===== src/rtl/branch_ctrl_pkg.sv =====
`default_nettype none
// ============================================================================
// Module  : branch_ctrl_pkg
// Purpose : Shared types and helpers for the branch resolution controller.
// Revision: 1.0 - initial release
// ============================================================================
package branch_ctrl_pkg;

    localparam int DEF_XLEN = 64;

    // Architectural data word
    typedef logic [DEF_XLEN-1:0] dw;

    // Conditional branch funct3 encodings; 010 and 011 are reserved
    typedef enum logic [2:0] {
        F3_BEQ  = 3'b000,
        F3_BNE  = 3'b001,
        F3_BLT  = 3'b100,
        F3_BGE  = 3'b101,
        F3_BLTU = 3'b110,
        F3_BGEU = 3'b111
    } br_f3_e;

    // Controller state encoding
    typedef enum logic [1:0] {
        ST_IDLE  = 2'b00,
        ST_EVAL  = 2'b01,
        ST_REDIR = 2'b10
    } br_state_e;

    // True for the six defined branch encodings
    function automatic logic f3_is_legal(input logic [2:0] f3);
        return !(f3 == 3'b010 || f3 == 3'b011);
    endfunction

    // Unsigned compare is selected by BLTU/BGEU
    function automatic logic f3_is_unsigned(input logic [2:0] f3);
        return f3[2] & f3[1];
    endfunction

endpackage : branch_ctrl_pkg
`default_nettype wire


===== src/rtl/branch_ctrl_if.sv =====
`default_nettype none
// ============================================================================
// Module  : branch_ctrl_if
// Purpose : EX request, fetch prediction/redirect and statistics bundle.
// Revision: 1.0 - initial release
// ============================================================================
interface branch_ctrl_if #(
    parameter int XLEN = 64
);
    logic            req_valid;
    logic            req_ready;
    logic [XLEN-1:0] req_pc;
    logic [2:0]      req_funct3;
    logic [XLEN-1:0] req_rs1;
    logic [XLEN-1:0] req_rs2;
    logic [XLEN-1:0] req_imm;
    logic            req_pred_taken;
    logic [XLEN-1:0] pred_pc;
    logic            pred_taken;
    logic            redir_valid;
    logic            redir_ready;
    logic [XLEN-1:0] redir_pc;
    logic            flush;
    logic            illegal_br;
    logic [31:0]     stat_branches;
    logic [31:0]     stat_mispred;

    // Pipeline side: EX issues branches, fetch looks up and consumes redirects
    modport master (
        output req_valid, req_pc, req_funct3, req_rs1, req_rs2, req_imm,
               req_pred_taken, pred_pc, redir_ready,
        input  req_ready, pred_taken, redir_valid, redir_pc, flush,
               illegal_br, stat_branches, stat_mispred
    );

    // Controller side
    modport slave (
        input  req_valid, req_pc, req_funct3, req_rs1, req_rs2, req_imm,
               req_pred_taken, pred_pc, redir_ready,
        output req_ready, pred_taken, redir_valid, redir_pc, flush,
               illegal_br, stat_branches, stat_mispred
    );

endinterface : branch_ctrl_if
`default_nettype wire


===== src/rtl/branch_ctrl_cmp_core.sv =====
`default_nettype none
// ============================================================================
// Module  : branch_cmp_core
// Purpose : Combinational equal / less-than comparator with signedness select.
// Revision: 1.0 - initial release
// ============================================================================
module branch_cmp_core #(
    parameter int W = 64
) (
    input  wire logic [W-1:0] a_i,
    input  wire logic [W-1:0] b_i,
    input  wire logic         br_un_i,
    output logic              br_eq_o,
    output logic              br_lt_o
);

    // Equality is signedness-agnostic; less-than follows br_un_i
    always_comb begin
        br_eq_o = (a_i == b_i);
        br_lt_o = br_un_i ? (a_i < b_i) : ($signed(a_i) < $signed(b_i));
    end

endmodule : branch_cmp_core
`default_nettype wire


===== src/rtl/branch_ctrl.sv =====
`default_nettype none
// ============================================================================
// Module  : branch_ctrl
// Purpose : RV64I branch resolution, 2-bit BHT training/prediction and
//           misprediction redirect to fetch.
// Revision: 1.0 - initial release
// ============================================================================
module branch_ctrl
    import branch_ctrl_pkg::*;
#(
    parameter int XLEN        = DEF_XLEN,
    parameter int BHT_ENTRIES = 16      // power of two, >= 2
) (
    input  wire logic          clk,
    input  wire logic          rst,
    branch_ctrl_if.slave       bus_io
);

    localparam int IDX_W = $clog2(BHT_ENTRIES);

    localparam logic [1:0] S_IDLE  = ST_IDLE;
    localparam logic [1:0] S_EVAL  = ST_EVAL;
    localparam logic [1:0] S_REDIR = ST_REDIR;

    // BHT index: word-aligned PC bits directly above the byte offset
    function automatic logic [IDX_W-1:0] bht_idx(input logic [XLEN-1:0] pc);
        return pc[IDX_W+1:2];
    endfunction

    logic [1:0]      state_q, state_d;
    logic [XLEN-1:0] pc_q, rs1_q, rs2_q, imm_q;
    logic [2:0]      f3_q;
    logic            pt_q;
    logic [XLEN-1:0] redir_pc_q;
    logic [31:0]     stat_br_q, stat_mp_q;
    logic [1:0]      bht_q [BHT_ENTRIES];

    logic            w_br_un, w_br_eq, w_br_lt;
    logic            w_legal, w_taken, w_mispred;
    logic [XLEN-1:0] w_next_pc;
    logic [IDX_W-1:0] w_upd_idx;
    logic [1:0]      w_ctr_cur, w_ctr_next;
    logic            w_accept, w_in_eval;

    assign w_br_un   = f3_is_unsigned(f3_q);
    assign w_legal   = f3_is_legal(f3_q);
    assign w_accept  = (state_q == S_IDLE) && bus_io.req_valid;
    assign w_in_eval = (state_q == S_EVAL);

    branch_cmp_core #(.W(XLEN)) u_cmp (
        .a_i     (rs1_q),
        .b_i     (rs2_q),
        .br_un_i (w_br_un),
        .br_eq_o (w_br_eq),
        .br_lt_o (w_br_lt)
    );

    // Branch outcome, target and misprediction from the latched request
    always_comb begin
        w_taken = 1'b0;
        case (f3_q)
            F3_BEQ:  w_taken = w_br_eq;
            F3_BNE:  w_taken = !w_br_eq;
            F3_BLT:  w_taken = w_br_lt;
            F3_BGE:  w_taken = !w_br_lt;
            F3_BLTU: w_taken = w_br_lt;
            F3_BGEU: w_taken = !w_br_lt;
            default: w_taken = 1'b0;   // reserved encodings never take
        endcase
        w_next_pc = w_taken ? (pc_q + imm_q) : (pc_q + XLEN'(4));
        w_mispred = (w_taken != pt_q);
    end

    // Saturating 2-bit counter step for the branch being resolved
    always_comb begin
        w_upd_idx  = bht_idx(pc_q);
        w_ctr_cur  = bht_q[w_upd_idx];
        w_ctr_next = w_ctr_cur;
        if (w_taken) begin
            if (w_ctr_cur != 2'b11) w_ctr_next = w_ctr_cur + 2'b01;
        end else begin
            if (w_ctr_cur != 2'b00) w_ctr_next = w_ctr_cur - 2'b01;
        end
    end

    // FSM next state
    always_comb begin
        state_d = state_q;
        case (state_q)
            S_IDLE:  if (bus_io.req_valid) state_d = S_EVAL;
            S_EVAL:  state_d = w_mispred ? S_REDIR : S_IDLE;
            S_REDIR: if (bus_io.redir_ready) state_d = S_IDLE;
            default: state_d = S_IDLE;
        endcase
    end

    // State register
    always_ff @(posedge clk or posedge rst) begin
        if (rst) state_q <= S_IDLE;
        else     state_q <= state_d;
    end

    // Capture the branch request on acceptance
    always_ff @(posedge clk or posedge rst) begin
        if (rst) begin
            pc_q  <= '0;
            f3_q  <= '0;
            rs1_q <= '0;
            rs2_q <= '0;
            imm_q <= '0;
            pt_q  <= 1'b0;
        end else if (w_accept) begin
            pc_q  <= bus_io.req_pc;
            f3_q  <= bus_io.req_funct3;
            rs1_q <= bus_io.req_rs1;
            rs2_q <= bus_io.req_rs2;
            imm_q <= bus_io.req_imm;
            pt_q  <= bus_io.req_pred_taken;
        end
    end

    // Redirect target, held stable until fetch accepts it
    always_ff @(posedge clk or posedge rst) begin
        if (rst)                          redir_pc_q <= '0;
        else if (w_in_eval && w_mispred)  redir_pc_q <= w_next_pc;
    end

    // Resolution statistics; reserved encodings count only as mispredicts
    always_ff @(posedge clk or posedge rst) begin
        if (rst) begin
            stat_br_q <= '0;
            stat_mp_q <= '0;
        end else if (w_in_eval) begin
            if (w_legal)   stat_br_q <= stat_br_q + 32'd1;
            if (w_mispred) stat_mp_q <= stat_mp_q + 32'd1;
        end
    end

    // BHT: all counters weakly not-taken after reset, trained by legal branches
    always_ff @(posedge clk or posedge rst) begin
        if (rst) begin
            for (int i = 0; i < BHT_ENTRIES; i++) bht_q[i] <= 2'b01;
        end else if (w_in_eval && w_legal) begin
            bht_q[w_upd_idx] <= w_ctr_next;
        end
    end

    assign bus_io.req_ready     = (state_q == S_IDLE);
    assign bus_io.redir_valid   = (state_q == S_REDIR);
    assign bus_io.redir_pc      = redir_pc_q;
    assign bus_io.flush         = (state_q == S_REDIR) && bus_io.redir_ready;
    assign bus_io.illegal_br    = w_in_eval && !w_legal;
    assign bus_io.stat_branches = stat_br_q;
    assign bus_io.stat_mispred  = stat_mp_q;
    // Fetch lookup sees the pre-update counter during a same-index update
    assign bus_io.pred_taken    = bht_q[bht_idx(bus_io.pred_pc)][1];

endmodule : branch_ctrl
`default_nettype wire


===== src/flat_wrapper.sv =====
// flat-port wrapper written by rule: the top's interface ports become plain ports
module branch_ctrl_flat import branch_ctrl_pkg::*;
#(
    parameter int XLEN        = DEF_XLEN,
    parameter int BHT_ENTRIES = 16                           
)
  (clk, rst, bus_io_req_valid, bus_io_req_pc, bus_io_req_funct3, bus_io_req_rs1, bus_io_req_rs2, bus_io_req_imm, bus_io_req_pred_taken, bus_io_pred_pc, bus_io_redir_ready, bus_io_req_ready, bus_io_pred_taken, bus_io_redir_valid, bus_io_redir_pc, bus_io_flush, bus_io_illegal_br, bus_io_stat_branches, bus_io_stat_mispred);
  branch_ctrl_if #(.XLEN(XLEN)) bus_io_i ();
  input  wire logic clk;
  input  wire logic rst;
  input wire logic [$bits(bus_io_i.req_valid)-1:0] bus_io_req_valid;
  input wire logic [$bits(bus_io_i.req_pc)-1:0] bus_io_req_pc;
  input wire logic [$bits(bus_io_i.req_funct3)-1:0] bus_io_req_funct3;
  input wire logic [$bits(bus_io_i.req_rs1)-1:0] bus_io_req_rs1;
  input wire logic [$bits(bus_io_i.req_rs2)-1:0] bus_io_req_rs2;
  input wire logic [$bits(bus_io_i.req_imm)-1:0] bus_io_req_imm;
  input wire logic [$bits(bus_io_i.req_pred_taken)-1:0] bus_io_req_pred_taken;
  input wire logic [$bits(bus_io_i.pred_pc)-1:0] bus_io_pred_pc;
  input wire logic [$bits(bus_io_i.redir_ready)-1:0] bus_io_redir_ready;
  output wire logic [$bits(bus_io_i.req_ready)-1:0] bus_io_req_ready;
  output wire logic [$bits(bus_io_i.pred_taken)-1:0] bus_io_pred_taken;
  output wire logic [$bits(bus_io_i.redir_valid)-1:0] bus_io_redir_valid;
  output wire logic [$bits(bus_io_i.redir_pc)-1:0] bus_io_redir_pc;
  output wire logic [$bits(bus_io_i.flush)-1:0] bus_io_flush;
  output wire logic [$bits(bus_io_i.illegal_br)-1:0] bus_io_illegal_br;
  output wire logic [$bits(bus_io_i.stat_branches)-1:0] bus_io_stat_branches;
  output wire logic [$bits(bus_io_i.stat_mispred)-1:0] bus_io_stat_mispred;
  assign bus_io_i.req_valid = bus_io_req_valid;
  assign bus_io_i.req_pc = bus_io_req_pc;
  assign bus_io_i.req_funct3 = bus_io_req_funct3;
  assign bus_io_i.req_rs1 = bus_io_req_rs1;
  assign bus_io_i.req_rs2 = bus_io_req_rs2;
  assign bus_io_i.req_imm = bus_io_req_imm;
  assign bus_io_i.req_pred_taken = bus_io_req_pred_taken;
  assign bus_io_i.pred_pc = bus_io_pred_pc;
  assign bus_io_i.redir_ready = bus_io_redir_ready;
  assign bus_io_req_ready = bus_io_i.req_ready;
  assign bus_io_pred_taken = bus_io_i.pred_taken;
  assign bus_io_redir_valid = bus_io_i.redir_valid;
  assign bus_io_redir_pc = bus_io_i.redir_pc;
  assign bus_io_flush = bus_io_i.flush;
  assign bus_io_illegal_br = bus_io_i.illegal_br;
  assign bus_io_stat_branches = bus_io_i.stat_branches;
  assign bus_io_stat_mispred = bus_io_i.stat_mispred;
  branch_ctrl #(.XLEN(XLEN), .BHT_ENTRIES(BHT_ENTRIES)) u_core (.clk(clk), .rst(rst), .bus_io(bus_io_i));
endmodule

===== config.mk =====
export PLATFORM = sky130hd
export DESIGN_NAME = branch_ctrl_flat
export DESIGN_NICKNAME = d
export VERILOG_FILES = /design/src/rtl/branch_ctrl_pkg.sv /design/src/rtl/branch_ctrl_if.sv /design/src/rtl/branch_ctrl_cmp_core.sv /design/src/rtl/branch_ctrl.sv /design/src/flat_wrapper.sv
export SDC_FILE = /design/constraint.sdc
export NUM_CORES = 1
export LEC_CHECK = 0
export BUFFER_PORTS_ARGS = -buffer_cell sky130_fd_sc_hd__buf_2
export CELL_PAD_IN_SITES_DETAIL_PLACEMENT = 1
export CELL_PAD_IN_SITES_GLOBAL_PLACEMENT = 1
export CORE_MARGIN = 4
export CORE_UTILIZATION = 45
export CTS_BUF_LIST = sky130_fd_sc_hd__clkbuf_4
export CTS_CLUSTER_DIAMETER = 80
export DETAILED_ROUTE_END_ITERATION = 10
export GPL_TIMING_DRIVEN = 0
export PLACE_DENSITY_LB_ADDON = 0.1
export SETUP_SLACK_MARGIN = 0.5
export SLEW_MARGIN = 0
export SYNTH_ARGS = -nofsm -noshare
export SYNTH_HDL_FRONTEND = slang
export SYNTH_HIERARCHICAL = 1
export SYNTH_SLANG_ARGS = --single-unit
export TNS_END_PERCENT = 30

===== constraint.sdc =====
create_clock -name clk -period 17.7 [get_ports clk]
set_clock_uncertainty 0.1 [all_clocks]
set_input_delay 0.885 -clock clk [delete_from_list [all_inputs] [get_ports clk]]
set_output_delay 0.885 -clock clk [all_outputs]
set_load 0.01 [all_outputs]

==> results.yml <==
run_status:
  status: "completed"
synth:
  synth_area_leaders: "dfrtp_1 (43%), mux2_2 (14%), ha_1 (7.0%), xnor2_1 (4.0%), nand2_1 (3.0%)"
  synth_simple_gate_area_share_pct: 12.5
  synthMuxAreaShare_pct: 15.2
  ys_types: 93
  synth_ff_type: "dfrtp_1"
  synth_warnings: 6
  yosys.area.top_type_share_pct: 42.9
  ys_seq_area_share_pct: 44.6
  synthXorXnorAreaFrac_pct: 6.17
  synth_top_family_by_area: "multiplexers"
  syn_area_per_cell_um2: 10.7
  syn_area_mm2: 0.0237
  async_flop_share_pct: 100
  synthCells: 2213
  synth-seq-cells: 422
  synth-adder-area-share_pct: 7.19
  synth_most_common_cell: "dfrtp_1"
  syn_nets: 2675
  synth_commonest_cells: "dfrtp_1 (406), mux2_2 (287), nand2_1 (189)"
  yosys.area.top_type: "dfrtp_1"
  synth_compound_area_share_pct: 11.1
  synth_edf_count: 0
final_layout:
  drive_above_1_share_pct: 34.4
  area_growth_pct: 18.9
  seq_area_mm2: 0.0106
  multi_input_area_mm2: 0.0124
  final_net_count: 3197
  instances_no_fill: 3524
  nFillCells: 5886
sta:
  max_clock_freq_ghz: 0.174
  tns_ns: 0
  fin_crit_sh_pct: 32.4
  maxSlewViolCount: 0
  grt_setup_unrepaired: "false"
  hold_slack_ns: 0.116
  hold_viol: 0
  finalSetupViolCount: 0
  slew_headroom_pct: 25.0
  max_slew.worst_pin.slew_ns: 1.11
  fin_crit_ns: 5.74
routing:
  drt-pass1-iter-count: 5
  vias: 19400
  drt_wl_total_mm: 76.5
  final_antenna_net_count: 0
  wire_per_inst_um: 21.7
  drt_iter0_markers: 788
  drc: 0
  viasPerCell: 5.51
floorplan:
  die_h_um: 238
  core-area_mm2: 0.0517
  dieArea_mm2: 0.0564
  row_count: 83
  pin_count: 461
  fp.dieW_um: 238
  initial_utilization_pct: 45.8
worst_setup_path:
  cp_data_required_time_ns: 18.39
  crit_path_end_kind: "flip-flop"
  r2r_end: "u_core/bus_io.stat_mispred[1]$_DFFE_PP0P_"
  r2r_start: "u_core/rs2_q[63]$_DFFE_PP0P_"
  worst_ep_arrival_time_ns: 6.42
  r2r_slack_ns: 11.96
  reg2reg_depth: 15
  cp_max_fo: 10
  worstSetupPathType: "reg -> reg"
  cp-start-kind: "flip-flop"
pwr:
  cellLeakagePower_nw: 13.2
  powerDensity_mw_per_mm2: 197
  ir_drop_mv: 0.102
grt:
  grt_use_total_pct: 26.8
  grt_overflow: 0
  grt_pass1_wl_mm: 119
  antenna_found_initial: 35
  grt_max_degree: 130
  grt_pass1_vias: 21200
clock_network:
  cts_tree: "done"
  clock_path_buffers: 3
  clkLatencyLatePin_ns: 0.90
  clk_pin_slew_ns: 0.07
  cts.sinks: 422
  root_buffer: "clkbuf_4"
  cts.htree.levels: 3
  cts_resized: 0
  cts_inserted_buffers: 116
min_path:
  min_to: "u_core/pc_q[2]$_DFFE_PP0P_"
  holdPathStages: 3
  hp-start: "bus_io_req_pc[2]"
  hold_class: "in -> reg"
placement:
  hpwlAfterDp_mm: 59.5
  gp_congestion: 0.888
  port_buffers: 400
  dp.cells: 3296
run:
  cap_violations: 0
placed cells by master (no fill, tap or decap), types with 49 or more instances in the layout:
cell | synthesis | routed
dfrtp_1 | 406 | 406
a21oi_1 | 137 | 137
o21ai_0 | 98 | 98
nor2_1 | 121 | 121
inv_1 | 87 | 86
xnor2_1 | 108 | 108
clkbuf_1 | 71 | 71
buf_2 | 13 | 413
xor2_1 | 59 | 59
nand3_1 | 64 | 64
nand2_1 | 189 | 189
mux2_2 | 287 | 287
ha_1 | 133 | 133
clkbuf_4 | 0 | 165
nand4_1 | 49 | 49
power breakdown:
part	switching [mW]	internal [mW]	total (mW)
logic	1.78	1.22	3.00
registers	0.328	1.34	1.67
clock network	0.431	0.460	0.891
kinds of logic after synthesis:
kind of cell,after synthesis
simple gates,590
flops,422
compound gates,410
mux,306
buf+inv,182
xor+xnor,167
fa+ha+maj,136
worst max-delay path, stage by stage (launching register included):
cell,delay [ns]
dfrtp_1,0.36
inv_1,0.05
ha_1,0.35
nand4_1,0.18
nor4_1,0.38
and3_1,0.28
nand3_1,0.15
nor4_1,0.82
a221oi_1,0.33
or3_1,0.44
a21oi_2,0.26
buf_4,0.24
clkbuf_1,0.59
clkbuf_1,0.76
nand2_1,0.24
nand2_1,0.11
stage by stage:
stage                     worst slack [ns]  utilization (%)  area, um2  power [mW]
after floorplan                       4.99                -      23700        3.67
after global placement               0.298             51.4      26600        4.54
after detailed placement             12.08             51.5      26600        4.66
after CTS                            12.02             54.4      28200        5.59
after global routing                 11.82             54.5      28200        6.01
final                                11.96             54.5      28200        5.56
repair_timing:
action | in CTS | in global routing
hold buffers | 1 | 0
endpoints found under the hold margin | 70 | 0
buffers inserted | 0 | 0
state kept, by name, summed over array words and instances (netlist names), 2 cells and up:
register / count
u_core/bus_io.redir_pc: 64
u_core/imm_q: 64
u_core/pc_q: 64
u_core/rs1_q: 64
u_core/rs2_q: 64
u_core/bht_q: 32
u_core/bus_io.stat_branches: 32
u_core/bus_io.stat_mispred: 32
u_core/f3_q: 3
u_core/state_q: 2
worst max path at each step:
| stage | from | to | slack (ns) | depth (start not counted) |
|---|---|---|---|---|
| 2_1_floorplan | rst | u_core/bht_q[11]$_DFFE_PP0P_ | 4.99 | 1 |
| 3_5_place_dp | u_core/rs2_q[63]$_DFFE_PP0P_ | u_core/bus_io.stat_mispred[1]$_DFFE_PP0P_ | 12.08 | 15 |
| 6_report | u_core/rs2_q[63]$_DFFE_PP0P_ | u_core/bus_io.stat_mispred[1]$_DFFE_PP0P_ | 11.96 | 15 |
| 4_1_cts | u_core/rs2_q[63]$_DFFE_PP0P_ | u_core/bus_io.stat_mispred[1]$_DFFE_PP0P_ | 12.02 | 15 |
| 5_1_grt | u_core/rs2_q[63]$_DFFE_PP0P_ | u_core/bus_io.stat_mispred[1]$_DFFE_PP0P_ | 11.82 | 15 |
| 3_3_place_gp | rst | u_core/pc_q[39]$_DFFE_PP0P_ | 0.30 | 2 |
cell type report:
class                           instances  share of cell area (%)
Buffer                                 95                    1.46
Clock buffer                          165                    4.39
Tap cell                              680                    3.02
Multi-Input combinational cell       1609                    43.9
Inverter                               87                    1.19
Timing Repair Buffer                  404                    7.43
Clock inverter                         49                   0.914
Sequential cell                       422                    37.5
Antenna cell                           13                   0.115
per-layer routing:
layer | track usage (%) | wire [um] | share of wire, % | vias to the layer above
li1 | - | - | - | 9063
met1 | 33.0 | 32000 | 42 | 9710
met2 | 45.7 | 37900 | 50 | 451
met3 | 7.81 | 4580 | 6.0 | 157
met4 | 7.96 | 1830 | 2.4 | 42
met5 | 0 | 248 | 0.32 | -
Note: power is estimated with default switching activity, not from simulation.
